File: config.mk
export PLATFORM = sky130hd
export DESIGN_NAME = sequence_reveal
export DESIGN_NICKNAME = d
export VERILOG_FILES = /design/src/rtl/sequence_reveal.sv
export SDC_FILE = /design/constraint.sdc
export NUM_CORES = 1
export LEC_CHECK = 0
export CORE_MARGIN = 4
export CORE_UTILIZATION = 49
export DETAILED_ROUTE_END_ITERATION = 16
export GPL_TIMING_DRIVEN = 0
export HOLD_SLACK_MARGIN = 0.05
export PLACE_DENSITY = 0.74
export SLEW_MARGIN = 20
export SYNTH_ARGS = -nofsm -noshare
export SYNTH_HDL_FRONTEND = slang
export SYNTH_SLANG_ARGS = --single-unit
File: constraint.sdc
create_clock -name clk -period 3.4 [get_ports clk]
set_clock_uncertainty 0.15 [all_clocks]
set_input_delay 0.85 -clock clk [delete_from_list [all_inputs] [get_ports clk]]
set_output_delay 0.85 -clock clk [all_outputs]
set_load 0.03 [all_outputs]
File: src/rtl/sequence_reveal.sv
// Timed LED presenter: dark gap, latched pattern for a show window, then dark plus a done pulse.
// Optional feature macro SEQ_REVEAL_BLINK_EN: blink the pattern during the show window.
module sequence_reveal #(
    parameter int WIDTH        = 8,
    parameter int GAP_CYCLES   = 5_000_000,
    parameter int SHOW_CYCLES  = 50_000_000,
    parameter int BLINK_CYCLES = 6_250_000
) (
    input  logic             clk,
    input  logic             reset,
    input  logic             start,
    input  logic             abort,
    input  logic [WIDTH-1:0] pattern,
    output logic [WIDTH-1:0] led,
    output logic             busy,
    output logic             done
);

    typedef enum logic [1:0] {
        S_IDLE = 2'd0,
        S_GAP  = 2'd1,
        S_SHOW = 2'd2
    } state_e;

    localparam int MAX_CYCLES = (GAP_CYCLES > SHOW_CYCLES) ? GAP_CYCLES : SHOW_CYCLES;
    localparam int CNT_W      = $clog2(MAX_CYCLES + 1);
    localparam logic [CNT_W-1:0] GAP_LAST  = CNT_W'(GAP_CYCLES - 1);
    localparam logic [CNT_W-1:0] SHOW_LAST = CNT_W'(SHOW_CYCLES - 1);

    if (GAP_CYCLES < 1 || SHOW_CYCLES < 1 || BLINK_CYCLES < 1) begin : g_bad_param
        $error("sequence_reveal: cycle parameters must be >= 1");
    end

    state_e             state_q;
    logic [CNT_W-1:0]   cnt_q;
    logic [WIDTH-1:0]   pat_q;
    logic [WIDTH-1:0]   led_q;
    logic               busy_q;
    logic               done_q;

`ifdef SEQ_REVEAL_BLINK_EN
    localparam int BLINK_W = $clog2(BLINK_CYCLES + 1);
    localparam logic [BLINK_W-1:0] BLINK_LAST = BLINK_W'(BLINK_CYCLES - 1);
    logic [BLINK_W-1:0] blink_cnt_q;
    logic               blink_on_q;
`endif

    // Reveal FSM; priority is reset, then abort, then start (which restarts from any state).
    always_ff @(posedge clk) begin
        if (reset) begin
            state_q <= S_IDLE;
            cnt_q   <= '0;
            pat_q   <= '0;
            led_q   <= '0;
            busy_q  <= 1'b0;
            done_q  <= 1'b0;
`ifdef SEQ_REVEAL_BLINK_EN
            blink_cnt_q <= '0;
            blink_on_q  <= 1'b0;
`endif
        end else if (abort) begin
            state_q <= S_IDLE;
            cnt_q   <= '0;
            led_q   <= '0;
            busy_q  <= 1'b0;
            done_q  <= 1'b0;
        end else if (start) begin
            state_q <= S_GAP;
            cnt_q   <= '0;
            pat_q   <= pattern;
            led_q   <= '0;
            busy_q  <= 1'b1;
            done_q  <= 1'b0;
        end else begin
            case (state_q)
                S_IDLE: begin
                    led_q  <= '0;
                    busy_q <= 1'b0;
                    done_q <= 1'b0;
                end
                S_GAP: begin
                    busy_q <= 1'b1;
                    done_q <= 1'b0;
                    if (cnt_q == GAP_LAST) begin
                        state_q <= S_SHOW;
                        cnt_q   <= '0;
                        led_q   <= pat_q;
`ifdef SEQ_REVEAL_BLINK_EN
                        blink_cnt_q <= '0;
                        blink_on_q  <= 1'b1;
`endif
                    end else begin
                        cnt_q <= cnt_q + CNT_W'(1);
                        led_q <= '0;
                    end
                end
                S_SHOW: begin
                    if (cnt_q == SHOW_LAST) begin
                        state_q <= S_IDLE;
                        cnt_q   <= '0;
                        led_q   <= '0;
                        busy_q  <= 1'b0;
                        done_q  <= 1'b1;
                    end else begin
                        cnt_q  <= cnt_q + CNT_W'(1);
                        busy_q <= 1'b1;
                        done_q <= 1'b0;
`ifdef SEQ_REVEAL_BLINK_EN
                        // Phase flips after BLINK_CYCLES cycles in the current phase.
                        if (blink_cnt_q == BLINK_LAST) begin
                            blink_cnt_q <= '0;
                            blink_on_q  <= ~blink_on_q;
                            led_q       <= blink_on_q ? '0 : pat_q;
                        end else begin
                            blink_cnt_q <= blink_cnt_q + BLINK_W'(1);
                            led_q       <= blink_on_q ? pat_q : '0;
                        end
`else
                        led_q <= pat_q;
`endif
                    end
                end
                default: begin
                    state_q <= S_IDLE;
                    cnt_q   <= '0;
                    led_q   <= '0;
                    busy_q  <= 1'b0;
                    done_q  <= 1'b0;
                end
            endcase
        end
    end

    assign led  = led_q;
    assign busy = busy_q;
    assign done = done_q;

endmodule

==> After elaboration in Yosys (flattened, before gate mapping) <==
Cells that the tools add are included.
W data, S select, Z words.
{ "totals": {"register_bits": 46, "input_bits": 12} }
{ "classes": {"n_addsub": 1, "n_eq_ne": 9, "n_mux": 14, "bitwise": 3, "reduce_logical": 7} }
{ "op_table": {"columns": ["operator", "n"], "rows": [
  ["$pmux W26 S3", 1],
  ["$mux W26", 2],
  ["$add A26 B1 Y26 const B", 1],
  ["$eq A26 B23 Y1 const B", 1],
  ["$eq A26 B26 Y1 const B", 1],
  ["$mux W8", 2],
  ["$pmux W8 S2", 1],
  ["$ne A2 B2 Y1 const B", 3],
  ["$ne A3 B3 Y1 const B", 2],
  ["$pmux W2 S3", 1],
  ["$reduce_and A3 Y1", 2],
  ["$mux W1", 4],
  ["$mux W2", 2],
  ["$reduce_or A4 Y1", 1],
  ["$not A1 Y1", 3],
  ["$reduce_or A3 Y1", 1],
  ["$eq A2 B1 Y1 const B", 1],
  ["$eq A2 B2 Y1 const B", 1],
  ["$logic_not A2 Y1", 1],
  ["$pmux W1 S2", 1],
  ["$reduce_and A2 Y1", 1],
  ["$reduce_or A2 Y1", 1]
]} }

==> Longest topological paths before layout <==
Gate-level depths: netlist of the first run.
{ "depth": {"depth_word": 4, "mapped_depth": 9, "depth_no_buf": 7} }

==> Least setup slack after synthesis of the first run <==
Ideal clock, no wire load.
{ "synth_path": {"path_kind": "reg2reg", "start": "reg cnt_q[0]", "end": "reg cnt_q[21]", "arrival_ps": 2139, "t_required_ps": 3133, "slack_ps": 994, "stages_incl_launch_ff": 9, "n_path_buf": 1, "synth_period_minus_slack_ps": 2406, "cell_sequence": "dfxtp_1 -> ha_1 -> nand2_1 -> nand4bb_1 -> o41ai_4 -> a21oi_2 -> buf_6 -> a21o_1 -> a22o_1"} }
{ "synth_via": {"elab_chain_len": 3, "word_cells_on_any_way": 6} }
{ "synth_lines": {"columns": ["item", "line", "text"], "rows": [
  ["from (decl)", "35", "logic [CNT_W-1:0] cnt_q;"],
  ["from (signal assigned)", "93", "cnt_q <= cnt_q + CNT_W'(1);"],
  ["from (signal assigned)", "105", "cnt_q <= cnt_q + CNT_W'(1);"],
  ["$add A26 B1 Y26 (tied with other cells)", "93, 105", null],
  ["$mux W26, on equally long branches", "98, 84", null],
  ["$pmux W26 S3 *", "75", "case (state_q)"]
]} }
Every way passes the cells marked *; elsewhere a longest branch is shown, timed or not.
A chain may end at the register's enable or synchronous reset.

==> Final worst setup path of the first run <==
{ "layout_path": {"start": "in start", "end": "reg cnt_q[8]"} }
{ "layout_via": {"elab_chain_len": 1} }
{ "layout_lines": {"columns": ["item", "line", "text"], "rows": [
  ["from (decl)", "11", "input logic start,"],
  ["$reduce_or A3 Y1 (no line)", null, null]
]} }
No other way between the ends.

==> results of run 1 <==
-- sequential cells by signal, summed over array words and instances, names as in the netlist --
name and cells:
busy 1, state_q 2, cnt_q 26, done 1, led 8, pat_q 8
-- routing by layer --
metal / up-vias / part of all wire [%]
li1: 972 / -
met1: 941 / 46
met2: 54 / 48
met3: 6 / 5.1
met4: 0 / 1.4
met5: - / 0
-- per-stage QoR --
step / util [%] / hold WS (ps) / power, mW
floorplan: - / 279 / 0.583
global placement: 56.7 / 282 / 0.604
detailed placement: 56.7 / 292 / 0.605
CTS: 59.3 / 316 / 1.02
global route: 59.3 / 332 / 1.04
finish: 59.3 / 311 / 1.01
-- how the worst max path moves through the flow --
stage | slack (ps) | cells past startpoint | to
3_5_place_dp | 240 | 8 | cnt_q[17]
5_1_grt | 320 | 9 | cnt_q[19]
4_1_cts | 550 | 8 | cnt_q[8]
2_1_floorplan | 990 | 8 | cnt_q[21]
6_report | 480 | 8 | cnt_q[8]
3_3_place_gp | 240 | 8 | cnt_q[17]
-- power by group --
part           total [mW]  switching (mW)  internal (mW)
Clock               0.414           0.194          0.220
Combinational      0.0453          0.0226         0.0227
Sequential          0.546         0.00246          0.544
-- cells in the final DEF, fill, tap and decap left out, types with 2 or more instances in the layout --
cell / n
inv_1: 5
a22oi_1: 3
and3_1: 7
and2_1: 8
a21oi_1: 17
and4_1: 5
clkbuf_8: 5
mux2i_1: 14
clkdlybuf4s50_1: 21
buf_6: 3
nor4_1: 2
o21a_1: 2
a41oi_1: 2
or3_1: 2
nor4b_1: 2
ha_1: 4
nand3_1: 18
nor2_1: 20
nand4_1: 8
buf_2: 2
o31ai_1: 3
nor2b_1: 3
buf_4: 2
a22o_1: 2
nor3_1: 3
clkbuf_1: 6
a31oi_1: 14
or2b_1: 3
dfxtp_1: 46
o21ai_0: 8
nand2_1: 18
-- cell type report --
class	instances	area share (%)
Inverter	5	0.727
Timing Repair Buffer	21	8.14
Sequential cell	46	35.7
Multi-Input combinational cell	183	45.4
Buffer	13	3.15
Tap cell	52	2.52
Clock inverter	3	1.70
Clock buffer	5	2.67
-- critical path, cell delays in order --
cell	delay [ps]
clkdlybuf4s50_1	460
nor3_1	480
nand3_1	230
a21oi_2	250
buf_6	190
buf_2	230
a21oi_1	90
a31oi_1	190
-- kinds of logic (layout without fill, tap and decap cells) --
group,Yosys count,in the layout
and+or+nand+nor,104,104
xor gates and xnor gates,1,1
DFF,46,46
muxes,14,14
buffers and inverters,18,47
AOI/OAI and AO/OA,60,60
adders and majority gates,4,4
==> impl_metrics.json, run 1 <==
{
  "outcome": "completed",
  "cts_root_buf": "clkbuf_8",
  "yosys_register_bits": 46,
  "placedCellCount": 320,
  "synthToLayoutAreaGrowth_pct": 17.7,
  "fin_crit_ps": 2920,
  "clk_latency_ps": 300,
  "cts_tree": "yes",
  "finalSetupTns_ps": 0,
  "dieArea_um2": 5610,
  "fin_ws_ps": 483,
  "muxShareOfSynthArea_pct": 6.39,
  "rr_endpoint": "cnt_q[8]",
  "synthXorXnorAreaFrac_pct": 0.399,
  "pre_cts_slack_ps": 235,
  "worstRegToRegCells": 9,
  "yosys-top-cells-count": "dfxtp_1 (46), nor2_1 (20), nand2_1 (18), nand3_1 (18), a21oi_1 (17)",
  "first_global_vias": 1805,
  "multi_input_area_um2": 1170,
  "place_area_um2": 2470,
  "final_hold_viol_count": 0,
  "die_y_um": 74.9,
  "first_pass_iters": 4,
  "grt_pass1_wl_um": 8270,
  "drive_gt1_share_pct": 6.88,
  "synth_edf_count": 0,
  "arrival_ps": 2980,
  "antenna_cells": 0,
  "synth_simple_gate_area_share_pct": 26.0,
  "wl_per_cell_um": 15.0,
  "cp-end-kind": "flip-flop",
  "setup_viol_count_final": 0,
  "mappedNetlistNets": 263,
  "routed_wl_um": 4920,
  "drv_cap": 0,
  "yosysUniqueCellTypes": 44,
  "min_path_cells": 1,
  "crit_path_start": "start",
  "hp-start": "pat_q[6]",
  "p_per_area_nw_per_um2": 390,
  "num_vias": 1973,
  "numCtsBuffers": 5,
  "die_w_um": 74.9,
  "synth_top_cells_by_area": "dfxtp_1 (42%), mux2i_1 (6.4%), nand3_1 (4.1%)",
  "start_util_pct": 50.4,
  "synthFlopType": "dfxtp_1",
  "ctsResizeCount": 0,
  "drtAntennaViolNets": 0,
  "required_ps": 3470,
  "finalCritPeriodShare_pct": 85.8,
  "cts_hold_buf": 0,
  "netlist_area_um2": 2190,
  "instances_no_fill": 328,
  "clockBufferDepth": 2,
  "cts.clk_slew.worst_paths_ps": 90,
  "synth_area_leader_cell": "dfxtp_1",
  "drt_iter0_drc": 96,
  "r2r_slack_ps": 560,
  "regArea_um2": 921,
  "grt_use_met3_pct": 3.34,
  "rsz0062_at_grt": "no",
  "worstPathMaxFanout": 10,
  "grtUsageMet2_pct": 30.6,
  "crit_path_start_kind": "input pin",
  "numPortBuffers": 21,
  "crit_type": "input pin to flip-flop",
  "async_flop_share_pct": 0,
  "synth-compound-area-share_pct": 18.4,
  "relSlewSlack_pct": 61.0,
  "synth_top_cell_area_share_pct": 42.0,
  "synth_fa_ha_area_share_pct": 2.28,
  "stdcell_area_um2": 2580,
  "p_leak_nw": 0.881,
  "grt_busiest_layer": "met2",
  "h-tree-depth": 2,
  "grt.met1_usage_pct": 24.8,
  "postCtsSetupBuffers": 0,
  "cts_sinks": 46,
  "nFillCells": 377,
  "tightest_slew_ps": 578,
  "yosysWarnings": 0,
  "core_area_um2": 4350,
  "gp_congestion": 0.825,
  "syn_inst": 247,
  "avgViaCountPerCell": 6.02,
  "pin_count": 22,
  "place_hpwl_um": 3500,
  "yosysMostFrequentCell": "dfxtp_1",
  "seq_area_frac_synth_pct": 42.0,
  "antenna_found_initial": 0,
  "ir_drop_v": 0.000290,
  "holdPathEnd": "led[6]",
  "final_nets": 291,
  "crit-reg2reg-launch": "cnt_q[1]",
  "synth_top_family_by_area": "simple AND/OR/NAND/NOR gates",
  "grt_max_degree": 16,
  "num_rows": 24,
  "grt.overflow.total": 0,
  "route.detailed.drc": 0,
  "hp-class": "flip-flop to flip-flop",
  "grtUsageTotal_pct": 18.8,
  "max_freq_mhz": 343,
  "slew_violations": 0,
  "synth.avg_cell_area_um2": 8.88
}
(Power assumes the default switching activity.)
==> inputs of run 2 (changes only) <==
CORE_UTILIZATION = 25   (was 49)
CTS_CLUSTER_SIZE = 20   (was unset)
PLACE_DENSITY = 0.45   (was 0.74)
==> run 2 against run 1 <==
  * Sequential power hardly changed
  * Combinational power is 1% higher
  * Critical endpoint is now cnt_q[18]
  * Sequential share of layout area is 0.65 points lower
  * Worst hold slack better by 1.7 ps
  * Worst setup slack better by 0.50 ps
==> impl_metrics.json, run 2 (synthesis gave the netlist of run 1 again) <==
{
  "h-tree-depth": 2,
  "place_hpwl_um": 4060,
  "relSlewSlack_pct": 57.6,
  "layout_common_cells": "dfxtp_1 (46), clkdlybuf4s50_1 (21), nor2_1 (20), nand2_1 (18), nand3_1 (18)",
  "pin_count": 22,
  "final_nets": 291,
  "max_freq_mhz": 343,
  "die_w_um": 102,
  "p_per_area_nw_per_um2": 364,
  "r2r_slack_ps": 550,
  "start_util_pct": 26.2,
  "first_pass_iters": 4,
  "fin_crit_ps": 2920,
  "total_power_mw": 0.957,
  "routed_wl_um": 5540,
  "core_area_um2": 8380,
  "nFillCells": 913,
  "num_rows": 33,
  "p_leak_nw": 0.868,
  "drive_gt1_share_pct": 6.88,
  "slew_violations": 0,
  "crit-reg2reg-launch": "cnt_q[0]",
  "arrival_ps": 3010,
  "hp-start": "pat_q[5]",
  "grtUsageTotal_pct": 11.7,
  "setup_viol_count_final": 0,
  "ir_drop_v": 0.000183,
  "final_common_cell": "dfxtp_1",
  "dr_wl_met3_um": 269,
  "grt.overflow.total": 0,
  "drtAntennaViolNets": 0,
  "outcome": "completed",
  "clk_latency_ps": 310,
  "drv_cap": 0,
  "final_util_pct": 31.4,
  "drt_iter0_drc": 112,
  "dieArea_um2": 10300,
  "tightest_slew_ps": 630,
  "ctsResizeCount": 0,
  "clockBufferDepth": 2,
  "grt_pass1_wl_um": 9600,
  "cts_sinks": 46,
  "hp-class": "flip-flop to flip-flop",
  "crit_type": "input pin to flip-flop",
  "wl_met2_um": 2450,
  "cts_root_buf": "clkbuf_8",
  "postCtsSetupBuffers": 0,
  "synthToLayoutAreaGrowth_pct": 19.9,
  "cts_tree": "yes",
  "first_global_vias": 1927,
  "cts_hold_buf": 0,
  "met1_length_um": 2740,
  "largest_reg_flops": 26,
  "rsz0062_at_grt": "no",
  "cts.clk_slew.worst_paths_ps": 100,
  "antenna_cells": 0,
  "dr.max_layer_used": "met4",
  "cp-end-kind": "flip-flop",
  "finalCritPeriodShare_pct": 85.8,
  "die_y_um": 102,
  "wl_per_cell_um": 14.5,
  "crit_path_start": "start",
  "gp_congestion": 0.800,
  "final_hold_viol_count": 0,
  "route.detailed.drc": 0,
  "finalSetupTns_ps": 0,
  "numPortBuffers": 21,
  "worstPathMaxFanout": 10,
  "numCtsBuffers": 5,
  "avgViaCountPerCell": 5.14,
  "regMostFlops": "cnt_q",
  "num_vias": 1958,
  "required_ps": 3490,
  "grt_max_degree": 17,
  "crit_path_start_kind": "input pin",
  "antenna_found_initial": 0
}
==> run 2: cell count changes in the layout (fill, tap and decap cells not counted), sizes merged <==
| cell | before | now |
|---|---|---|
| clkinvlp | 0 | 1 |
| bufinv | 1 | 0 |
==> run 2: cell type report <==
class | count | area (µm²) | share of cell area (%)
plain buffers | 13 | 81.3 | 3.09
clock buffers | 5 | 68.8 | 2.62
clock inverters | 3 | 25.0 | 0.952
inverters | 5 | 18.8 | 0.714
multi-input cells | 183 | 1170 | 44.6
flip-flops and latches | 46 | 921 | 35.0
well taps | 105 | 131 | 5.00
repair buffers | 21 | 210 | 8.00
==> run 2: stage by stage <==
| stage | cell area, µm² | setup slack [ps] | instances | hold slack (ps) |
|---|---|---|---|---|
| 2_1_floorplan | 2190 | 994 | 247 | 279 |
| 3_3_place_gp | 2530 | 101 | 373 | 287 |
| 3_5_place_dp | 2530 | 122 | 373 | 288 |
| 4_1_cts | 2630 | 439 | 381 | 317 |
| 5_1_grt | 2630 | 153 | 381 | 333 |
| 6_report | 2630 | 484 | 381 | 313 |
==> run 2: worst max-delay path: stages <==
cell             delay (ps)
clkdlybuf4s50_1         480
nor3_1                  510
nand3_1                 240
a21oi_2                 250
buf_6                   190
buf_2                   230
a31oi_1                 110
a31oi_1                 150
==> run 2: final timing paths <==
path,end,depth (start not counted)
worst max-delay path,cnt_q[18],8
worst min-delay path,led[5],1
worst max register to register,cnt_q[10],9
worst min register to register,led[5],1
==> run 2: power by group <==
part / total, mW / switching [mW] / leakage, nW / internal, mW
registers: 0.546 / 0.00234 / 0.372 / 0.544
clock network: 0.365 / 0.216 / 0.0447 / 0.149
logic: 0.0458 / 0.0230 / 0.451 / 0.0228
total: 0.957 / 0.242 / 0.868 / 0.716
==> run 2: per-layer routing <==
layer | global-route usage (%) | up-vias
met4 | 3.37 | 0
met5 | 0 | -
li1 | - | 980
met1 | 16.0 | 926
met2 | 17.9 | 42
met3 | 3.24 | 10
==> inputs of run 3 (changes only) <==
CORE_MARGIN = unset   (was 4)
CTS_CLUSTER_SIZE = 14   (was 20)
==> run 3 against run 2 <==
  * Worst setup slack worse by 48 ps
  * Die area decreased by 11%
  * Critical endpoint is now cnt_q[17]
  * Design area increased by 0.71%
==> impl_metrics.json, run 3 (synthesis gave the netlist of run 1 again) <==
{
  "final_hold_viol_count": 0,
  "die_w_um": 95.7,
  "drt_iter0_drc": 70,
  "cts_hold_buf": 0,
  "h-tree-depth": 2,
  "cp-endpoint": "cnt_q[17]",
  "required_ps": 3490,
  "p_leak_nw": 0.881,
  "ctsResizeCount": 0,
  "grt_max_degree": 16,
  "layout_common_cells": "dfxtp_1 (46), clkdlybuf4s50_1 (21), nor2_1 (20), nand2_1 (18), nand3_1 (18)",
  "cts_sinks": 46,
  "crit_type": "input pin to flip-flop",
  "dieArea_um2": 9150,
  "route.detailed.drc": 0,
  "regMostFlops": "cnt_q",
  "ir_drop_v": 0.000162,
  "numPortBuffers": 21,
  "worstPathMaxFanout": 10,
  "hold_slack_ps": 312,
  "outcome": "completed",
  "cp-end-kind": "flip-flop",
  "arrival_ps": 3050,
  "crit_path_start_kind": "input pin",
  "drv_cap": 0,
  "grt.overflow.total": 0,
  "hp-class": "flip-flop to flip-flop",
  "postCtsSetupBuffers": 0,
  "routed_wl_um": 5550,
  "clockBufferDepth": 2,
  "fin_crit_ps": 2960,
  "worstRegToRegCells": 9,
  "start_util_pct": 26.3,
  "slew_violations": 0,
  "num_rows": 33,
  "drive_gt1_share_pct": 6.88,
  "rsz0062_at_grt": "no",
  "gp_congestion": 0.755,
  "rr_endpoint": "cnt_q[18]",
  "finalSetupTns_ps": 0,
  "num_vias": 1946,
  "pin_count": 22,
  "numCtsBuffers": 5,
  "first_global_vias": 1863,
  "final_util_pct": 31.7,
  "p_per_area_nw_per_um2": 386,
  "grtUsageTotal_pct": 13.2,
  "clk_latency_ps": 310,
  "cp_slowest_cell": "nor3_1",
  "crit_path_start": "abort",
  "cts_root_buf": "clkbuf_8",
  "final_common_cell": "dfxtp_1",
  "r2r_slack_ps": 560,
  "die_y_um": 95.7,
  "nFillCells": 881,
  "crit_chain": "clkdlybuf4s50_1 > nor3_1 > nand3_1 > a21oi_2 > buf_6 > buf_2 > nand4_1 > mux2i_1",
  "max_freq_mhz": 337,
  "wl_per_cell_um": 14.6,
  "total_power_mw": 1.02,
  "antenna_cells": 0,
  "crit-reg2reg-launch": "cnt_q[0]",
  "cts_tree": "yes",
  "final_nets": 291,
  "place_hpwl_um": 3970,
  "relSlewSlack_pct": 58.2,
  "tightest_slew_ps": 621,
  "finalCritPeriodShare_pct": 87.2,
  "core_area_um2": 8340,
  "antenna_found_initial": 0,
  "drtAntennaViolNets": 0,
  "avgViaCountPerCell": 5.11,
  "synthToLayoutAreaGrowth_pct": 20.7,
  "first_pass_iters": 4,
  "cts.clk_slew.worst_paths_ps": 90,
  "setup_viol_count_final": 0,
  "largest_reg_flops": 26,
  "grt_pass1_wl_um": 9300,
  "cpPeakStageDelay_ps": 530
}
-- run 3: cell count changes in the layout (fill, tap and decap cells not counted) --
cell | before | now
clkinv_2 | 0 | 1
clkinvlp_4 | 1 | 0
clkinv_4 | 1 | 0
bufinv_16 | 0 | 1
-- run 3: worst min-delay path by stage --
| stage | startpoint | end | depth (start not counted) |
|---|---|---|---|
| 4_1_cts | pat_q[0] | led[0] | 1 |
| 5_1_grt | pat_q[3] | led[3] | 1 |
| 3_5_place_dp | pat_q[0] | led[0] | 1 |
| 2_1_floorplan | pat_q[0] | led[0] | 1 |
| 6_report | pat_q[0] | led[0] | 1 |
| 3_3_place_gp | pat_q[6] | led[6] | 1 |
-- run 3: routing by layer --
metal  GRT usage, %  part of all wire, %  vias to the layer above
li1               -                    -                      972
met1           17.7                   49                      927
met2           21.3                   46                       41
met3           2.95                  4.1                        6
met4           3.73                 0.83                        0
met5              0                    0                        -
-- run 3: critical path, delay by kind of cell --
| kind | cells | cell delay [ps] |
|---|---|---|
| multiplexers | 1 | 140 |
| AND/OR/NAND/NOR | 3 | 900 |
| buffers and inverters | 3 | 910 |
| AO/OA/AOI/OAI | 1 | 260 |
-- run 3: area by class of cell --
type                            instances  area (µm²)  share of cell area [%]
Inverter                                5        18.8                   0.709
Sequential cell                        46         921                    34.8
Timing Repair Buffer                   21         210                    7.94
Clock inverter                          3        43.8                    1.65
Tap cell                              105         131                    4.96
Buffer                                 13        81.3                    3.07
Clock buffer                            5        68.8                    2.60
Multi-Input combinational cell        183        1170                    44.3
-- run 3: stage by stage --
step / worst slack [ps] / cell area [µm²] / instances
floorplan: 994 / 2190 / 247
global placement: 131 / 2530 / 373
detailed placement: 73.8 / 2530 / 373
CTS: 401 / 2650 / 381
global route: 274 / 2650 / 381
finish: 436 / 2650 / 381
-- run 3: report_power, final --
group / switching, mW / internal [mW]
sequential: 0.00236 / 0.544
clock: 0.207 / 0.221
combinational: 0.0235 / 0.0228
total: 0.233 / 0.788
